### config.mk
export PLATFORM = sky130hd
export DESIGN_NAME = cpu_mem_arbiter
export DESIGN_NICKNAME = d
export VERILOG_FILES = /design/src/rtl/cpu_arb_pkg.sv /design/src/rtl/arb_rr_pick.sv /design/src/rtl/cpu_mem_arbiter.sv
export SDC_FILE = /design/constraint.sdc
export NUM_CORES = 1
export LEC_CHECK = 0
export ABC_AREA = 1
export BUFFER_PORTS_ARGS = -buffer_cell sky130_fd_sc_hd__buf_2
export CORE_ASPECT_RATIO = 1.5
export CORE_MARGIN = 8
export CORE_UTILIZATION = 52
export CTS_BUF_LIST = sky130_fd_sc_hd__clkbuf_4 sky130_fd_sc_hd__clkbuf_8
export CTS_CLUSTER_DIAMETER = 150
export CTS_CLUSTER_SIZE = 28
export DETAILED_ROUTE_END_ITERATION = 7
export GPL_TIMING_DRIVEN = 0
export PLACE_DENSITY = 0.87
export SETUP_SLACK_MARGIN = 0.05
export SYNTH_ARGS = -nofsm -noshare
export SYNTH_HDL_FRONTEND = slang
export SYNTH_SLANG_ARGS = --single-unit
### constraint.sdc
create_clock -name CLOCK_50 -period 3.9 [get_ports CLOCK_50]
set_clock_uncertainty 0.05 [all_clocks]
set_input_delay 0 -clock CLOCK_50 [delete_from_list [all_inputs] [get_ports CLOCK_50]]
set_output_delay 0 -clock CLOCK_50 [all_outputs]
set_load 0.02 [all_outputs]
### src/rtl/cpu_arb_pkg.sv
// Shared definitions for the CPU memory arbiter: FSM state encoding, owner codes, latency bounds.
package cpu_arb_pkg;

    typedef enum logic [1:0] {
        IDLE  = 2'd0,
        ISSUE = 2'd1,
        WAIT  = 2'd2,
        RESP  = 2'd3
    } arb_state_t;

    localparam logic OWN_FETCH = 1'b0;
    localparam logic OWN_DATA  = 1'b1;

    localparam int RD_LAT_MIN = 1;
    localparam int RD_LAT_MAX = 4;
    localparam int LAT_CW     = 2;

endpackage

### src/rtl/arb_rr_pick.sv
// Combinational winner selection between fetch and data requesters.
module arb_rr_pick
    import cpu_arb_pkg::*;
(
    input  logic f_req,
    input  logic d_req,
    input  logic last_owner,
    input  logic fair,
    output logic grant_valid,
    output logic grant_owner
);

    always_comb begin
        grant_valid = f_req | d_req;
        grant_owner = OWN_FETCH;
        if (f_req && d_req) begin
            // Round-robin hands the grant to whoever did not win last time.
            grant_owner = fair ? ~last_owner : OWN_DATA;
        end else if (d_req) begin
            grant_owner = OWN_DATA;
        end
    end

endmodule

### src/rtl/cpu_mem_arbiter.sv
// Single-port memory arbiter between CPU fetch and load/store paths.
// Optional grant/stall counters are built when CPU_ARB_PERF_EN is defined.
module cpu_mem_arbiter
    import cpu_arb_pkg::*;
#(
    parameter int AW     = 32,
    parameter int DW     = 32,
    parameter int RD_LAT = 1,
    parameter int FAIR   = 1
) (
    input  logic          CLOCK_50,
    input  logic          KEY,
    input  logic          f_req,
    input  logic [AW-1:0] f_addr,
    output logic [DW-1:0] f_rdata,
    output logic          f_ack,
    input  logic          d_req,
    input  logic          d_we,
    input  logic [AW-1:0] d_addr,
    input  logic [DW-1:0] d_wdata,
    output logic [DW-1:0] d_rdata,
    output logic          d_ack,
    output logic          mem_en,
    output logic          mem_we,
    output logic [AW-1:0] mem_addr,
    output logic [DW-1:0] mem_wdata,
    input  logic [DW-1:0] mem_rdata,
    output logic          busy,
    output logic          owner
`ifdef CPU_ARB_PERF_EN
   ,output logic [15:0]   f_grants,
    output logic [15:0]   d_grants,
    output logic [15:0]   stall_cnt
`endif
);

    localparam logic [LAT_CW-1:0] LAT_INIT = LAT_CW'(RD_LAT - 1);

    arb_state_t        r_state, w_next;
    logic              r_owner, r_last_owner, r_we;
    logic [AW-1:0]     r_addr;
    logic [DW-1:0]     r_wdata, r_f_rdata, r_d_rdata;
    logic [LAT_CW-1:0] r_lat_cnt;
    logic              w_grant_valid, w_grant_owner;

    arb_rr_pick u_pick (
        .f_req       (f_req),
        .d_req       (d_req),
        .last_owner  (r_last_owner),
        .fair        (FAIR != 0),
        .grant_valid (w_grant_valid),
        .grant_owner (w_grant_owner)
    );

    always_ff @(posedge CLOCK_50 or negedge KEY) begin
        if (!KEY) begin
            r_state      <= IDLE;
            r_owner      <= OWN_FETCH;
            r_last_owner <= OWN_DATA;
            r_we         <= 1'b0;
            r_addr       <= '0;
            r_wdata      <= '0;
            r_f_rdata    <= '0;
            r_d_rdata    <= '0;
            r_lat_cnt    <= '0;
        end else begin
            r_state <= w_next;
            case (r_state)
                IDLE: begin
                    if (w_grant_valid) begin
                        r_owner      <= w_grant_owner;
                        r_last_owner <= w_grant_owner;
                        if (w_grant_owner == OWN_DATA) begin
                            r_addr  <= d_addr;
                            r_we    <= d_we;
                            r_wdata <= d_wdata;
                        end else begin
                            r_addr <= f_addr;
                            r_we   <= 1'b0;
                        end
                    end
                end
                ISSUE: r_lat_cnt <= LAT_INIT;
                WAIT: begin
                    if (r_lat_cnt == '0) begin
                        if (r_owner == OWN_DATA) r_d_rdata <= mem_rdata;
                        else                     r_f_rdata <= mem_rdata;
                    end else begin
                        r_lat_cnt <= r_lat_cnt - 1'b1;
                    end
                end
                default: ;
            endcase
        end
    end

    always_comb begin
        w_next = r_state;
        case (r_state)
            IDLE:    if (w_grant_valid) w_next = ISSUE;
            ISSUE:   w_next = r_we ? RESP : WAIT;
            WAIT:    if (r_lat_cnt == '0) w_next = RESP;
            RESP:    w_next = IDLE;
            default: w_next = IDLE;
        endcase
    end

    assign mem_en    = (r_state == ISSUE);
    assign mem_we    = mem_en & r_we;
    assign mem_addr  = r_addr;
    assign mem_wdata = r_wdata;
    assign f_ack     = (r_state == RESP) && (r_owner == OWN_FETCH);
    assign d_ack     = (r_state == RESP) && (r_owner == OWN_DATA);
    assign f_rdata   = r_f_rdata;
    assign d_rdata   = r_d_rdata;
    assign busy      = (r_state != IDLE);
    assign owner     = r_owner;

`ifdef CPU_ARB_PERF_EN
    logic [15:0] r_f_grants, r_d_grants, r_stall_cnt;
    logic        w_f_served, w_d_served, w_stall, w_grant_now;

    // A requester counts as served from the cycle it is granted until its ack.
    assign w_grant_now = (r_state == IDLE) && w_grant_valid;
    assign w_f_served  = (r_state == IDLE) ? (w_grant_valid && w_grant_owner == OWN_FETCH)
                                           : (r_owner == OWN_FETCH);
    assign w_d_served  = (r_state == IDLE) ? (w_grant_valid && w_grant_owner == OWN_DATA)
                                           : (r_owner == OWN_DATA);
    assign w_stall     = (f_req && !w_f_served) || (d_req && !w_d_served);

    always_ff @(posedge CLOCK_50 or negedge KEY) begin
        if (!KEY) begin
            r_f_grants  <= '0;
            r_d_grants  <= '0;
            r_stall_cnt <= '0;
        end else begin
            if (w_grant_now && w_grant_owner == OWN_FETCH) r_f_grants <= r_f_grants + 16'd1;
            if (w_grant_now && w_grant_owner == OWN_DATA)  r_d_grants <= r_d_grants + 16'd1;
            if (w_stall && r_stall_cnt != 16'hFFFF)        r_stall_cnt <= r_stall_cnt + 16'd1;
        end
    end

    assign f_grants  = r_f_grants;
    assign d_grants  = r_d_grants;
    assign stall_cnt = r_stall_cnt;
`endif

endmodule

==> flow_summary.ini <==
[cts]
clockBufferDepth = 2
ctsRootBufferMaster = clkbuf_8
postCtsSetupRepairBufs = 0
cts_buffers = 17
cts_sinks = 135
clkLatencyLatePin_ps = 450
clkTransAtPathRegs_ps = 100
cts_tree = built
htree_num_levels = 4

[worst_setup_path]
max_stage_delay_ps = 570
r2r_cells = 8
crit_cells = 8
slowest_stage = dlygate4sd3_1
worstSetupPathType = flop to flop
critPathMaxFanout = 7
crit_path_cell_trace = nand2_2 -> nand2_1 -> nand2_1 -> dlygate4sd3_1 -> nand3_1 -> dlygate4sd3_1 -> nand2_1 -> dlygate4sd3_1
arrival_ps = 3190
cp_top_family = buffers and inverters
worst-path-buf-inv = 3
worst_ep_required_time_ps = 4180
crit_path_start_kind = flop
crit_path_end_kind = flop

[synth]
synth.area.top_cells = dfrtp_1 (57%), nand2_1 (13%), inv_1 (8.9%), o21ai_0 (7.1%), nand3_1 (5.7%)
synth_seq_cells = 135
avgSynthCellArea_um2 = 8.36
ys_warn_count = 0
ys_types = 21
synth_nets = 843
yosysSeqAreaShare_pct = 57.4
yosysTopAreaCell = dfrtp_1
yosys.area.top_type_share_pct = 57.0
syn_area_um2 = 5880
syn_inst = 704

[sta]
setup_viol = 0
rsz0062_at_grt = no
fmax_ghz = 0.344
worst_slew_pin_slew_ps = 557
finalCriticalPeriod_ps = 2910
final_max_slew_viol_count = 0
max_slew_margin_pct = 62.9
min_period_over_period_pct = 74.5
hold_viol = 0
tns_ps = 0

[global_route]
track_usage_pct = 33.9
grt_max_degree = 80
grt-ovfl-total = 0
grt_pass1_vias = 7518
grt_pass1_wl_um = 39000
antenna_found_initial = 3

[power]
peakVddDrop_mv = 0.520
leakagePower_uw = 0.00525
power_density_nw_per_um2 = 799

[finish]
final_cell_mix = buf_2 (274), nand2_1 (210), inv_1 (140)
stdcell_count = 1290
nNetsFinal = 1266
final_common_cell = buf_2
nFillCells = 586
area_delta_synth_final_pct = 56.8
drive_gt1_share_pct = 28.5

[routing]
finalWirelength_um = 25200
drc = 0
vias = 6922
via_per_inst = 5.37
first_pass_iters = 5
drt-wirelength-per-cell_um = 19.5
drt_iter0_drc = 421
ant_nets = 0

[run]
cap_violations = 0

[min_path]
hold_class = primary input to asynchronous set/reset pin

[placed_design]
dpl.hpwl_um = 13600
numPortBuffers = 265
gp_congestion = 0.803
dp_cells = 1117

[floorplan]
coreArea_um2 = 11100
start_util_pct = 53.2
dieArea_um2 = 15000
ioPinCount = 267
floorplan.die.height_um = 146
fp.dieW_um = 103
rows = 47

[outcome]
status = finished clean
==> path summary, 6_finish.rpt <==
check / start / to / slack (ps)
worst max-delay path: r_last_owner / mem_addr[0] / 990
worst min-delay path: KEY / mem_addr[18] / 8
worst max register to register: r_last_owner / mem_addr[0] / 990
worst min register to register: r_last_owner / r_last_owner / 430
max in group asynchronous: KEY / f_rdata[15] / 3000
min in group CLOCK_50: f_req / owner / 90
==> metrics by stage <==
step | instance area (um^2) | setup slack (ps) | util (%) | hold WS [ps] | total power (uW)
after floorplan | 5880 | 2410 | - | -346 | 4370
after global placement | 7390 | 997 | 66.9 | 186 | 5490
after detailed placement | 7430 | 2080 | 67.2 | -51.8 | 5620
after CTS | 9220 | 1120 | 83.4 | 27.3 | 7080
after global routing | 9230 | 923 | 83.4 | 35.7 | 7740
final | 9230 | 993 | 83.4 | 7.95 | 7370
==> registers in the layout (all words and copies together), names as in the netlist <==
signal	cells
mem_addr	32
mem_wdata	32
r_state	2
f_rdata	32
owner	1
r_lat_cnt	2
d_rdata	32
r_last_owner	1
r_we	1
==> worst register-to-register path, cell delays in order, from the launching register on <==
cell and delay [ps]:
dfstp_2 550, nand2_2 120, nand2_1 180, nand2_1 90, dlygate4sd3_1 570, nand3_1 70, dlygate4sd3_1 550, nand2_1 70
dlygate4sd3_1 560
==> cell usage after synthesis <==
library cell  instances
nand2_1             210
inv_1               140
dfrtp_1             134
o21ai_0              84
nand3_1              67
clkbuf_1             16
o21ai_1              15
buf_2                10
buf_6                 7
ha_1                  6
nand3_2               3
nor2_1                3
a21oi_1               1
buf_4                 1
clkbuf_2              1
dfstp_2               1
inv_2                 1
nand2_2               1
nor2_4                1
o21ai_2               1
o22ai_1               1
==> power breakdown <==
| group | total, uW | switching (uW) | internal [uW] |
|---|---|---|---|
| clock network | 1230 | 629 | 601 |
| logic | 3610 | 2390 | 1220 |
| registers | 2530 | 438 | 2090 |
==> layer usage <==
layer | vias to the layer above | track usage [%] | wire (um)
li1 | 2991 | - | -
met1 | 3252 | 34.1 | 8160
met2 | 534 | 56.4 | 12800
met3 | 145 | 10.2 | 2400
met4 | 0 | 26.4 | 1810
met5 | - | 0 | 0
==> logic make-up after synthesis <==
| group | share of synthesized area (%) |
|---|---|
| flops | 57.4 |
| fa+ha+maj | 1.28 |
| buf+inv | 12.4 |
| simple gates | 20.1 |
| compound gates | 8.76 |
==> cell type report <==
| cell class | instances | area [um^2] | share of cell area [%] |
|---|---|---|---|
| sequential | 135 | 3380 | 36.6 |
| timing repair buffer | 404 | 2740 | 29.7 |
| multi-input combinational | 393 | 1770 | 19.2 |
| inverter | 141 | 529 | 5.74 |
| clock buffer | 18 | 248 | 2.69 |
| buffer | 35 | 201 | 2.18 |
| tap | 147 | 184 | 1.99 |
| clock inverter | 14 | 161 | 1.75 |
| antenna | 3 | 7.51 | 0.0814 |
==> what timing repair did <==
item / 4_1_cts / 5_1_grt
hold buffers: 138 / 0
endpoints found under the hold margin: 266 / 0
gates resized for setup: 0 / 0
Note: power is estimated with default switching activity, not from simulation.
